--- config.mk ---
export PLATFORM = sky130hd
export DESIGN_NAME = seg7_scan_driver
export DESIGN_NICKNAME = d
export VERILOG_FILES = /design/src/rtl/seg7_pkg.sv /design/src/rtl/seg7_slot_timer.sv /design/src/rtl/seg7_scan_driver.sv
export SDC_FILE = /design/constraint.sdc
export NUM_CORES = 1
export LEC_CHECK = 0
export ABC_CLOCK_PERIOD_IN_PS = 2550
export CORE_MARGIN = 10
export CORE_UTILIZATION = 47
export CTS_CLUSTER_DIAMETER = 40
export CTS_CLUSTER_SIZE = 28
export DETAILED_ROUTE_END_ITERATION = 12
export MAX_ROUTING_LAYER = met4
export PLACE_DENSITY_LB_ADDON = 0.15
export SKIP_LAST_GASP = 1
export SYNTH_ARGS = -nofsm -noshare
export SYNTH_HDL_FRONTEND = slang
export SYNTH_SLANG_ARGS = --single-unit
--- constraint.sdc ---
create_clock -name clk -period 2.55 [get_ports clk]
set_clock_uncertainty 0.2 [all_clocks]
set_input_delay 0.255 -clock clk [delete_from_list [all_inputs] [get_ports clk]]
set_output_delay 0.255 -clock clk [all_outputs]
set_load 0.02 [all_outputs]
--- src/rtl/seg7_pkg.sv ---
// Shared seven-segment definitions: bit order, blank pattern, slot phases
// and the hex-to-segment lookup used by encoders and benches.
package seg7_pkg;

  // Segment bit positions within a 7-bit pattern (bit6..bit0 = g..a).
  localparam int SEG_A = 0;
  localparam int SEG_B = 1;
  localparam int SEG_C = 2;
  localparam int SEG_D = 3;
  localparam int SEG_E = 4;
  localparam int SEG_F = 5;
  localparam int SEG_G = 6;

  localparam logic [6:0] SEG_BLANK = 7'h00;

  // Phase of the current digit slot.
  typedef enum logic {
    PH_GUARD,
    PH_ON
  } slot_phase_t;

  // Logical (1 = lit) segment pattern for a hex nibble.
  function automatic logic [6:0] hex_to_seg(input logic [3:0] hex);
    logic [6:0] pat;
    case (hex)
      4'h0:    pat = 7'h3F;
      4'h1:    pat = 7'h06;
      4'h2:    pat = 7'h5B;
      4'h3:    pat = 7'h4F;
      4'h4:    pat = 7'h66;
      4'h5:    pat = 7'h6D;
      4'h6:    pat = 7'h7D;
      4'h7:    pat = 7'h07;
      4'h8:    pat = 7'h7F;
      4'h9:    pat = 7'h6F;
      4'hA:    pat = 7'h77;
      4'hB:    pat = 7'h7C;
      4'hC:    pat = 7'h39;
      4'hD:    pat = 7'h5E;
      4'hE:    pat = 7'h79;
      default: pat = 7'h71;
    endcase
    return pat;
  endfunction

endpackage

--- src/rtl/seg7_slot_timer.sv ---
// Digit slot timer: cnt counts cycles within a slot, idx selects the digit.
// Reports the guard phase and the last cycle of the frame.
module seg7_slot_timer import seg7_pkg::*; #(
  parameter int NUM_DIGITS  = 4,
  parameter int REFRESH_DIV = 100000,
  parameter int GUARD       = 4,
  localparam int AW = (NUM_DIGITS > 2) ? $clog2(NUM_DIGITS) : 1,
  localparam int CW = (REFRESH_DIV > 2) ? $clog2(REFRESH_DIV) : 1
) (
  input  logic          clk,
  input  logic          rst,
  output logic          in_guard,
  output logic [AW-1:0] idx,
  output logic          frame_boundary
);

  logic [CW-1:0] cnt;
  logic          cnt_last;
  logic          idx_last;

  assign cnt_last       = (cnt == CW'(REFRESH_DIV - 1));
  assign idx_last       = (idx == AW'(NUM_DIGITS - 1));
  assign in_guard       = (cnt < CW'(GUARD));
  assign frame_boundary = cnt_last && idx_last;

  // Slot counter wraps every REFRESH_DIV cycles and advances the digit index.
  always_ff @(posedge clk or posedge rst) begin
    if (rst) begin
      cnt <= '0;
      idx <= '0;
    end else if (cnt_last) begin
      cnt <= '0;
      idx <= idx_last ? '0 : idx + AW'(1);
    end else begin
      cnt <= cnt + CW'(1);
    end
  end

endmodule

--- src/rtl/seg7_scan_driver.sv ---
// Time-multiplexed common-anode seven-segment driver with a shadow buffer
// that is copied to the display only at frame boundaries, and per-slot
// blanking to avoid ghosting.
module seg7_scan_driver import seg7_pkg::*; #(
  parameter int NUM_DIGITS  = 4,
  parameter int REFRESH_DIV = 100000,
  parameter int GUARD       = 4,
  parameter int ACTIVE_LOW  = 1,
  localparam int AW = (NUM_DIGITS > 2) ? $clog2(NUM_DIGITS) : 1
) (
  input  logic                  clk,
  input  logic                  rst,
  input  logic                  wr_en,
  input  logic [AW-1:0]         wr_addr,
  input  logic [6:0]            wr_seg,
  input  logic                  commit,
  output logic                  commit_pending,
  output logic [6:0]            seg,
  output logic [NUM_DIGITS-1:0] an,
  output logic                  frame_tick
);

  localparam logic [6:0]            SEG_OFF = (ACTIVE_LOW != 0) ? ~SEG_BLANK : SEG_BLANK;
  localparam logic [NUM_DIGITS-1:0] AN_OFF  = (ACTIVE_LOW != 0) ? '1 : '0;

  logic [6:0]            shadow [NUM_DIGITS];
  logic [6:0]            disp   [NUM_DIGITS];
  logic                  in_guard;
  logic [AW-1:0]         idx;
  logic                  frame_boundary;
  logic                  apply;
  slot_phase_t           phase;
  logic [6:0]            seg_next;
  logic [NUM_DIGITS-1:0] an_next;

  seg7_slot_timer #(
    .NUM_DIGITS (NUM_DIGITS),
    .REFRESH_DIV(REFRESH_DIV),
    .GUARD      (GUARD)
  ) u_timer (
    .clk           (clk),
    .rst           (rst),
    .in_guard      (in_guard),
    .idx           (idx),
    .frame_boundary(frame_boundary)
  );

  assign apply = frame_boundary && (commit_pending || commit);

  // Shadow buffer: in-range writes always land here.
  always_ff @(posedge clk or posedge rst) begin
    if (rst) begin
      shadow <= '{default: SEG_BLANK};
    end else if (wr_en && (int'(wr_addr) < NUM_DIGITS)) begin
      shadow[wr_addr] <= wr_seg;
    end
  end

  // Display buffer takes the pre-write shadow contents at a committed frame boundary.
  always_ff @(posedge clk or posedge rst) begin
    if (rst) begin
      disp <= '{default: SEG_BLANK};
    end else if (apply) begin
      disp <= shadow;
    end
  end

  // Pending flag: set by commit, cleared when the copy happens.
  always_ff @(posedge clk or posedge rst) begin
    if (rst) begin
      commit_pending <= 1'b0;
    end else if (apply) begin
      commit_pending <= 1'b0;
    end else if (commit) begin
      commit_pending <= 1'b1;
    end
  end

  // Slot phase from the timer.
  always_comb begin
    phase = in_guard ? PH_GUARD : PH_ON;
  end

  // Logical pin values: blank during guard, current digit otherwise.
  always_comb begin
    an_next  = '0;
    seg_next = SEG_BLANK;
    for (int unsigned d = 0; d < NUM_DIGITS; d++) begin
      if (phase == PH_ON && idx == AW'(d)) begin
        an_next[d] = 1'b1;
        seg_next   = disp[d];
      end
    end
  end

  // Output register applies physical pin polarity.
  always_ff @(posedge clk or posedge rst) begin
    if (rst) begin
      seg        <= SEG_OFF;
      an         <= AN_OFF;
      frame_tick <= 1'b0;
    end else begin
      seg        <= (ACTIVE_LOW != 0) ? ~seg_next : seg_next;
      an         <= (ACTIVE_LOW != 0) ? ~an_next  : an_next;
      frame_tick <= frame_boundary;
    end
  end

endmodule

After elaboration in Yosys (flattened, before gate mapping)
Cells that the tools add are included.

operators by class
  add/sub/neg operators = 2
  $mul = 0
  div/mod/pow operators = 0
  $lt $le $gt $ge = 3
  equality and inequality tests = 4
  shift-type cells = 0
  mux-type cells = 16
  bitwise gates (word level) = 3
  reductions and logical operators = 10

operator list
  operator                 count
  $mux W7                  5
  $bwmux W28               1
  $add A17 B1 Y17 const B  1
  $eq A17 B17 Y1 const B   1
  $lt A17 B3 Y1 const B    1
  $mux W17                 1
  $demux W7 S2             1
  $logic_and A1 B1 Y1      7
  $mux W1                  7
  $not A7 Y7               1
  $eq A2 B2 Y1 const B     2
  $not A4 Y4               1
  $ge A3 B3 Y1 const B     1
  $lt A3 B1 Y1 const B     1
  $not A2 Y3               1
  $add A2 B1 Y2 const B    1
  $eq A2 B1 Y1 const B     1
  $logic_not A2 Y1         1
  $mux W2                  1
  $reduce_bool A2 Y1       1
  $logic_or A1 B1 Y1       1

word-level totals
  bits in registers = 88
  latch bits = 0
  memory bits (writable) = 0
  ROM bits = 0
  bits of input ports = 13
  output and inout port bits = 13
  logic and storage cells = 52
  memories kept = 0

Depth between registers and ports, before layout
Gate-level depths: netlist of run 1.

  word-level depth = 8
  gate-level depth with buffers = 7
  depth with buffers taken out = 6

By module
A second synthesis of run 1 with hierarchy kept.

unflattened totals
  cell total of the unflattened synthesis = 246
  area total of the unflattened synthesis = 3653.5 µm²

modules (own cells, without submodules)
  module            times used  cells an instance  area an instance (µm²)  seq. area each (µm²)
  seg7_scan_driver  1           158                2716.4                  1740.4
  seg7_slot_timer   1           88                 937.1                   475.5

Least setup slack after synthesis of run 1
OpenSTA, ideal clock, no wires.

  path type = reg-to-reg
  start = register u_timer.cnt[11]
  end = register disp[0] in the netlist's numbering
  setup time = 125 ps
  arrival = 2080 ps
  data required time = 2225 ps
  slack = 144 ps
  stages on the path, launching flop included = 7
  path buffers = 2
  clock period less this slack = 2406 ps
  path through = dfrtp_1 -> or4_4 -> nor4_4 -> and3b_1 -> buf_6 -> buf_12 -> mux2_4

between the ends
  cells in the longest elaborated chain, start to end = 3

RTL lines
  element                 RTL line                RTL
  from (decl)             seg7_slot_timer.sv:17   logic [CW-1:0] cnt;
  from (signal assigned)  seg7_slot_timer.sv:35   cnt <= cnt + CW'(1);
  $eq A17 B17 Y1          seg7_slot_timer.sv:21   assign cnt_last = (cnt == CW'(REFRESH_DIV - 1));
  $logic_and A1 B1 Y1     seg7_slot_timer.sv:24   assign frame_boundary = cnt_last && idx_last;
  $logic_and A1 B1 Y1     seg7_scan_driver.sv:48  assign apply = frame_boundary && (commit_pending || commit);
  to (signal assigned)    seg7_scan_driver.sv:64  disp <= shadow;
  to (decl)               seg7_scan_driver.sv:27  logic [6:0] disp [NUM_DIGITS];

No other way between the ends.
A chain may end at the register's enable or synchronous reset.

Worst setup path after layout of run 1
  start = register u_timer.cnt[13]
  end = register u_timer.idx[0]

between the ends
  cells in the longest elaborated chain, start to end = 1

RTL lines
  element               RTL line               RTL
  $eq A17 B17 Y1        seg7_slot_timer.sv:21
  to (signal assigned)  seg7_slot_timer.sv:33  idx <= idx_last ? '0 : idx + AW'(1);
  to (decl)             seg7_slot_timer.sv:13  output logic [AW-1:0] idx,

No other way between the ends.

==> out/qor.json, run 1 <==
{
  "count_of_distinct_cell_types_in_the_synthesized_netlist": {"value": 37},
  "final.hold.worst_slack": {"value": 0.175, "unit": "ns"},
  "worst_hold_path_type": {"value": "in2async"},
  "port_buffers": {"value": 25},
  "cts_buffer_depth": {"value": 2},
  "synth.top_cells.by_area": {"value": "dfrtp_1 51%, mux2_2 11%, mux2_4 7.9%"},
  "yosysSeqAreaShare": {"value": 0.581},
  "ctsRootBufferMaster": {"value": "clkbuf_8"},
  "drt-total-wl": {"value": 7.09, "unit": "mm"},
  "aggregate_global_route_resource_usage": {"value": 0.131},
  "cts_resized": {"value": 0},
  "yosysTopAreaCell": {"value": "dfrtp_1"},
  "cts_tree": {"value": "built"},
  "via_count": {"value": 2283},
  "fin_tns_setup": {"value": 0, "unit": "ns"},
  "synthSimpleGateAreaFrac": {"value": 0.103},
  "p_leak": {"value": 1.87, "unit": "nW"},
  "dieArea": {"value": 12100, "unit": "um^2"},
  "numPlacedInstances": {"value": 414},
  "placeableCoreArea": {"value": 7810, "unit": "um^2"},
  "post-route-cell-area": {"value": 4400, "unit": "um^2"},
  "dpl.hpwl": {"value": 4.66, "unit": "mm"},
  "overflow": {"value": 0},
  "detail_route.first_pass.iterations": {"value": 4},
  "htree_num_levels": {"value": 3},
  "vias_per_inst": {"value": 5.31},
  "cts-buffers-inserted": {"value": 9},
  "timing_max_transition_violations_final": {"value": 0},
  "irDropWorstVdd": {"value": 355, "unit": "uV"},
  "fraction_of_post_synthesis_cell_area_in_the_top_cell_type_by_area": {"value": 0.506},
  "setup_failing_eps_final": {"value": 0},
  "timing.rr.start": {"value": "u_timer.cnt[13]"},
  "insertion_delay": {"value": 0.36, "unit": "ns"},
  "layout_worst_path_cycle_share": {"value": 0.932},
  "final_hold_viols": {"value": 0},
  "antenna_cells": {"value": 0},
  "timing.reg2reg.worst_path_depth": {"value": 4},
  "dieWidth": {"value": 110, "unit": "um"},
  "highest_layer": {"value": "met4"},
  "run_status": {"value": "finished, final reports clean"},
  "wire_per_inst": {"value": 16.5, "unit": "um"},
  "first_pass_grt_wire_length": {"value": 11.9, "unit": "mm"},
  "ioPinCount": {"value": 26},
  "synth_compound_area_frac": {"value": 0.0555},
  "relSlewSlack": {"value": 0.568},
  "finish.net_count": {"value": 341},
  "worstPathRequired": {"value": 2.56, "unit": "ns"},
  "rrSetupSlack": {"value": 0.17, "unit": "ns"},
  "startpoint_type": {"value": "flop"},
  "final_instance_count_excl_fillers": {"value": 430},
  "synth-xor-area-share": {"value": 0.0276},
  "ys_ff_latch": {"value": 88},
  "cts_hold_buf": {"value": 0},
  "synthMuxAreaShare": {"value": 0.185},
  "detailroute.wirelength.met3": {"value": 225, "unit": "um"},
  "worstSetupEndpointType": {"value": "flop"},
  "yosysWarningCount": {"value": 0},
  "share_of_synthesized_flip_flops_with_an_asynchronous_set_or_reset": {"value": 1.00},
  "area_growth": {"value": 15.3, "unit": "%"},
  "r2r_end": {"value": "u_timer.idx[0]"},
  "drc": {"value": 0},
  "synth_area_per_cell": {"value": 13.1, "unit": "um^2"},
  "powerDensity": {"value": 602, "unit": "nW/um^2"},
  "dr_wl_met2": {"value": 3.60, "unit": "mm"},
  "number_of_global_route_vias_before_repair": {"value": 2366},
  "achievable-frequency": {"value": 421, "unit": "MHz"},
  "drive_above_1_share": {"value": 0.290},
  "grt_setup_unrepaired": {"value": "no"},
  "pin_count_of_the_biggest_net_entering_global_routing": {"value": 89},
  "dominant_combinational_cell_family_by_area_after_synthesis": {"value": "multiplexers"},
  "core.rowCount": {"value": 32},
  "worst_setup_hold_path_clk_slew": {"value": 0.09, "unit": "ns"},
  "postSynth.topFlopCell": {"value": "dfrtp_1"},
  "number_of_antenna_violations_at_the_first_check_in_global_routing": {"value": 0},
  "cpMaxStageDelayCell": {"value": "or4_4"},
  "max_stage_delay": {"value": 0.55, "unit": "ns"},
  "worst-setup-path-type": {"value": "reg2reg"},
  "critical_path.cell_chain": {"value": "or4_4 > or4_1 > nor3_2 > o21ai_0"},
  "drv_cap": {"value": 0},
  "worstPathMaxFanout": {"value": 7},
  "fillerInstances": {"value": 687},
  "place.gp.congestion": {"value": 0.812},
  "floorplan.die.height": {"value": 110, "unit": "um"},
  "cts_post_setup_buffers_inserted": {"value": 0},
  "drt_iter0_markers": {"value": 87},
  "synthesis.instances": {"value": 290},
  "worst_ep_arrival_time": {"value": 2.39, "unit": "ns"},
  "worst_setup_path_endpoint": {"value": "u_timer.idx[0]"},
  "crit_start": {"value": "u_timer.cnt[13]"},
  "start_util": {"value": 0.488},
  "synth.cell_area": {"value": 3810, "unit": "um^2"},
  "post-route-min-period": {"value": 2.38, "unit": "ns"},
  "final_cell_mix": {"value": "77 x dfrtp_1, 36 x mux2_2, 27 x nand2_1"},
  "antenna_left": {"value": 0},
  "place_area": {"value": 4190, "unit": "um^2"},
  "synth-adder-area-share": {"value": 0.0164},
  "number_of_clock_sinks": {"value": 88},
  "postSynthNetCount": {"value": 308},
  "pin_slew_with_the_least_headroom_to_its_limit": {"value": 0.648, "unit": "ns"},
  "routedLengthMet1": {"value": 3.19, "unit": "mm"},
  "number_of_enable_type_register_cells_in_the_synthesized_netlist": {"value": 0},
  "mostFrequentLayoutCell": {"value": "dfrtp_1"}
}
==> power breakdown <==
part / switching (mW) / internal [mW] / total, mW
registers: 0.0428 / 1.48 / 1.52
logic: 0.0607 / 0.0894 / 0.150
clock network: 0.511 / 0.461 / 0.972
==> worst max-delay path: cells and delay by family (launching register included) <==
family | cells | cell delay [ns]
flip-flops | 1 | 0.42
AND/OR/NAND/NOR | 3 | 1.45
AO/OA/AOI/OAI | 1 | 0.17
==> registers in the layout, indices dropped and copies added (netlist names) <==
name,cells
u_timer.idx,2
u_timer.cnt,17
seg,7
frame_tick,1
shadow,28
commit_pending,1
an,4
disp,28
==> final cells by class <==
cell class	count	area [um^2]	share of cell area
Clock buffer	9	124	0.0282
Clock inverter	7	78.8	0.0179
Inverter	11	45.0	0.0102
Multi-Input combinational cell	181	1480	0.336
Sequential cell	88	2220	0.504
Tap cell	102	128	0.0290
Timing Repair Buffer	32	328	0.0746
==> layer usage <==
| layer | track usage | vias up |
|---|---|---|
| li1 | - | 1080 |
| met1 | 0.154 | 1159 |
| met2 | 0.215 | 36 |
| met3 | 0.0342 | 8 |
| met4 | 0.0446 | 0 |
| met5 | - | - |
==> cells by family (layout without fill, tap and decap cells) <==
logic type,after synthesis,count (layout)
AO/OA/AOI/OAI,36,36
XOR/XNOR,12,12
adder cells (fa/ha/maj),5,5
buffers and inverters,21,59
flip-flops,88,88
multiplexers,56,56
AND/OR/NAND/NOR,72,72
==> worst min-delay path by stage <==
stage | start | depth (start not counted) | slack [ns] | to
after CTS | rst | 3 | 0.19 | shadow[10]
final | rst | 3 | 0.18 | disp[1]
after floorplan | commit | 2 | 0.20 | commit_pending
after global routing | rst | 3 | 0.21 | u_timer.cnt[1]
after global placement | u_timer.cnt[0] | 1 | 0.26 | u_timer.cnt[0]
after detailed placement | u_timer.cnt[0] | 1 | 0.28 | u_timer.cnt[0]
==> cells in the mapped netlist, types with 2 or more instances <==
library cell and instances:
dfrtp_1 77, mux2_2 36, nand2_1 27, mux2_4 20
a21oi_1 16, dfstp_2 11, inv_1 11, nor2_1 11
o21ai_0 11, xnor2_1 10, a22o_1 7, clkbuf_1 7
nand3_1 7, ha_1 5, nand3b_1 3, nand4_1 3
and3_1 2, and4_1 2, buf_12 2, nor3_1 2
nor4_1 2, or4_1 2, xor2_1 2
==> through the flow <==
| step | total power, mW | setup WS [ns] | utilization |
|---|---|---|---|
| 6_report | 2.64 | 0.173 | 0.563 |
| 3_5_place_dp | 1.71 | 0.190 | 0.537 |
| 5_1_grt | 2.76 | 0.0316 | 0.563 |
| 4_1_cts | 2.68 | 0.150 | 0.563 |
| 2_1_floorplan | 1.64 | 0.144 | - |
| 3_3_place_gp | 1.70 | 0.214 | 0.537 |
(Power assumes the default switching activity.)
==> run 2, diff against run 1 <==
--- a/config.mk
+++ b/config.mk
@@ -6,8 +6,7 @@
 export NUM_CORES = 1
 export LEC_CHECK = 0
 export ABC_CLOCK_PERIOD_IN_PS = 2550
-export CORE_MARGIN = 10
-export CORE_UTILIZATION = 47
+export CORE_UTILIZATION = 53
 export CTS_CLUSTER_DIAMETER = 40
 export CTS_CLUSTER_SIZE = 28
 export DETAILED_ROUTE_END_ITERATION = 12
==> run 2 against run 1 <==
Compared with the run above: non-clock buffer count rose by 1; first-iteration DRC count rose by 11%; worst hold slack got worse by 0.079 ns; cell area fell by 0.80%; highest routed layer unchanged; clock power fell by 13%.
==> out/qor.json, run 2 (synthesis gave the netlist of run 1 again) <==
{
  "setup_failing_eps_final": {"value": 0, "change": "unchanged"},
  "ioPinCount": {"value": 26, "change": "unchanged"},
  "floorplan.die.height": {"value": 86.8, "unit": "um", "change": "-21%"},
  "ctsRootBufferMaster": {"value": "clkbuf_8"},
  "cts_buffer_depth": {"value": 2, "change": "unchanged"},
  "powerDensity": {"value": 578, "unit": "nW/um^2", "change": "-3.9%"},
  "cts-buffers-inserted": {"value": 9, "change": "unchanged"},
  "worst-setup-path-type": {"value": "reg2reg"},
  "pin_slew_with_the_least_headroom_to_its_limit": {"value": 0.603, "unit": "ns", "change": "-0.0443 ns"},
  "critical_path.cell_chain": {"value": "or4_4 > nor4_4 > and3b_1 > buf_12 > mux2_2"},
  "run_status": {"value": "finished, final reports clean"},
  "worst_setup_hold_path_clk_slew": {"value": 0.08, "unit": "ns", "change": "about the same"},
  "number_of_antenna_violations_at_the_first_check_in_global_routing": {"value": 0, "change": "unchanged"},
  "grt_setup_unrepaired": {"value": "no"},
  "achievable-frequency": {"value": 417, "unit": "MHz", "change": "-0.81%"},
  "drv_cap": {"value": 0, "change": "unchanged"},
  "worst-path-buf-inv": {"value": 1, "change": "+1"},
  "number_of_global_route_vias_before_repair": {"value": 2278, "change": "-3.7%"},
  "place.gp.congestion": {"value": 0.806, "change": "-0.73%"},
  "place_area": {"value": 4190, "unit": "um^2", "change": "unchanged"},
  "finalCoreUtilization": {"value": 0.635, "change": "+0.0718"},
  "overflow": {"value": 0, "change": "unchanged"},
  "aggregate_global_route_resource_usage": {"value": 0.211, "change": "+0.0799"},
  "dieArea": {"value": 7530, "unit": "um^2", "change": "-38%"},
  "max_stage_delay": {"value": 0.58, "unit": "ns", "change": "+0.03 ns"},
  "insertion_delay": {"value": 0.35, "unit": "ns", "change": "about the same"},
  "detail_route.first_pass.iterations": {"value": 4, "change": "unchanged"},
  "cts_tree": {"value": "built"},
  "mostFrequentLayoutCell": {"value": "dfrtp_1"},
  "post-route-min-period": {"value": 2.40, "unit": "ns", "change": "+0.0194 ns"},
  "final_cell_mix": {"value": "77 x dfrtp_1, 36 x mux2_2, 27 x nand2_1"},
  "antenna_cells": {"value": 0, "change": "unchanged"},
  "cts_resized": {"value": 0, "change": "unchanged"},
  "dieWidth": {"value": 86.8, "unit": "um", "change": "-21%"},
  "port_buffers": {"value": 25, "change": "unchanged"},
  "antenna_left": {"value": 0, "change": "unchanged"},
  "area_growth": {"value": 14.4, "unit": "%"},
  "relSlewSlack": {"value": 0.598, "change": "+0.0295"},
  "final_instance_count_excl_fillers": {"value": 424, "change": "-1.4%"},
  "drc": {"value": 0, "change": "unchanged"},
  "fin_tns_setup": {"value": 0, "unit": "ns", "change": "unchanged"},
  "timing_max_transition_violations_final": {"value": 0, "change": "unchanged"},
  "core.rowCount": {"value": 30, "change": "-6.3%"},
  "vias_per_inst": {"value": 5.37, "change": "+1.1%"},
  "cts_hold_buf": {"value": 0, "change": "unchanged"},
  "p_leak": {"value": 1.87, "unit": "nW", "change": "-0.13%"},
  "worst_ep_arrival_time": {"value": 2.43, "unit": "ns", "change": "+0.04 ns"},
  "drt_iter0_markers": {"value": 97, "change": "+11%"},
  "number_of_clock_sinks": {"value": 88, "change": "unchanged"},
  "numPlacedInstances": {"value": 409, "change": "-1.2%"},
  "dpl.hpwl": {"value": 4.45, "unit": "mm", "change": "-4.5%"},
  "worstPathMaxFanout": {"value": 28, "change": "+21"},
  "finish.net_count": {"value": 342, "change": "+0.29%"},
  "drt-total-wl": {"value": 6.59, "unit": "mm", "change": "-7.0%"},
  "start_util": {"value": 0.555, "change": "+0.0667"},
  "post-place-ws": {"value": 0.160, "unit": "ns", "change": "-0.0306 ns"},
  "placeableCoreArea": {"value": 6870, "unit": "um^2", "change": "-12%"},
  "worstPathRequired": {"value": 2.58, "unit": "ns", "change": "+0.02 ns"},
  "cts_post_setup_buffers_inserted": {"value": 0, "change": "unchanged"},
  "irDropWorstVdd": {"value": 360, "unit": "uV", "change": "+1.6%"},
  "via_count": {"value": 2275, "change": "-0.35%"},
  "timing.final.ws_setup": {"value": 0.154, "unit": "ns", "change": "-0.0194 ns"},
  "pin_count_of_the_biggest_net_entering_global_routing": {"value": 44, "change": "-51%"},
  "drive_above_1_share": {"value": 0.280, "change": "-0.00915"},
  "first_pass_grt_wire_length": {"value": 11.4, "unit": "mm", "change": "-4.7%"},
  "cpLargestDelayFamily": {"value": "simple AND/OR/NAND/NOR gates"},
  "post-route-cell-area": {"value": 4360, "unit": "um^2", "change": "-0.80%"},
  "wire_per_inst": {"value": 15.5, "unit": "um", "change": "-5.7%"},
  "layout_worst_path_cycle_share": {"value": 0.940, "change": "+0.00759"},
  "largestRegisters": {"value": "disp x28, shadow x28, u_timer.cnt x17"},
  "final_hold_viols": {"value": 0, "change": "unchanged"},
  "startpoint_type": {"value": "flop"},
  "htree_num_levels": {"value": 3, "change": "unchanged"},
  "worst_hold_path_type": {"value": "in2async"},
  "worstSetupEndpointType": {"value": "flop"},
  "cpMaxStageDelayCell": {"value": "or4_4"}
}
## run 2: layer usage
layer	up-vias	part of all wire	GRT usage
li1	1078	-	-
met1	1150	0.50	0.286
met2	37	0.45	0.315
met3	10	0.026	0.0400
met4	0	0.019	0.0864
met5	-	0	-
## run 2: cell type report
| cell class | count | area, um^2 |
|---|---|---|
| clock buffer | 14 | 163 |
| clock inverter | 1 | 5.00 |
| fill | 561 | 2510 |
| inverter | 11 | 45.0 |
| multi-input combinational | 181 | 1480 |
| sequential | 88 | 2220 |
| tap | 96 | 120 |
| timing repair buffer | 33 | 335 |
## run 2: report_power, final
group          switching, mW  total, mW  leakage [nW]  internal (mW)
Combinational         0.0614      0.152         0.673         0.0904
Clock                  0.446      0.848        0.0865          0.403
Sequential            0.0419       1.52          1.11           1.48
## run 2: through the flow
stage | total power [mW] | hold slack (ns)
3_5_place_dp | 1.70 | 0.287
6_report | 2.52 | 0.0960
5_1_grt | 2.64 | 0.146
4_1_cts | 2.55 | 0.112
3_3_place_gp | 1.69 | 0.276
2_1_floorplan | 1.64 | 0.201
## run 2: worst paths after layout
path	start	to	slack, ns	cells past startpoint
worst max-delay path	u_timer.cnt[11]	disp[27]	0.15	5
worst min-delay path	rst	disp[8]	0.1	2
worst max register to register	u_timer.cnt[11]	disp[27]	0.15	5
worst min register to register	u_timer.cnt[0]	u_timer.cnt[0]	0.30	1
max in group asynchronous	rst	an[0]	1.36	3
min in group clk	u_timer.cnt[0]	u_timer.cnt[0]	0.30	1
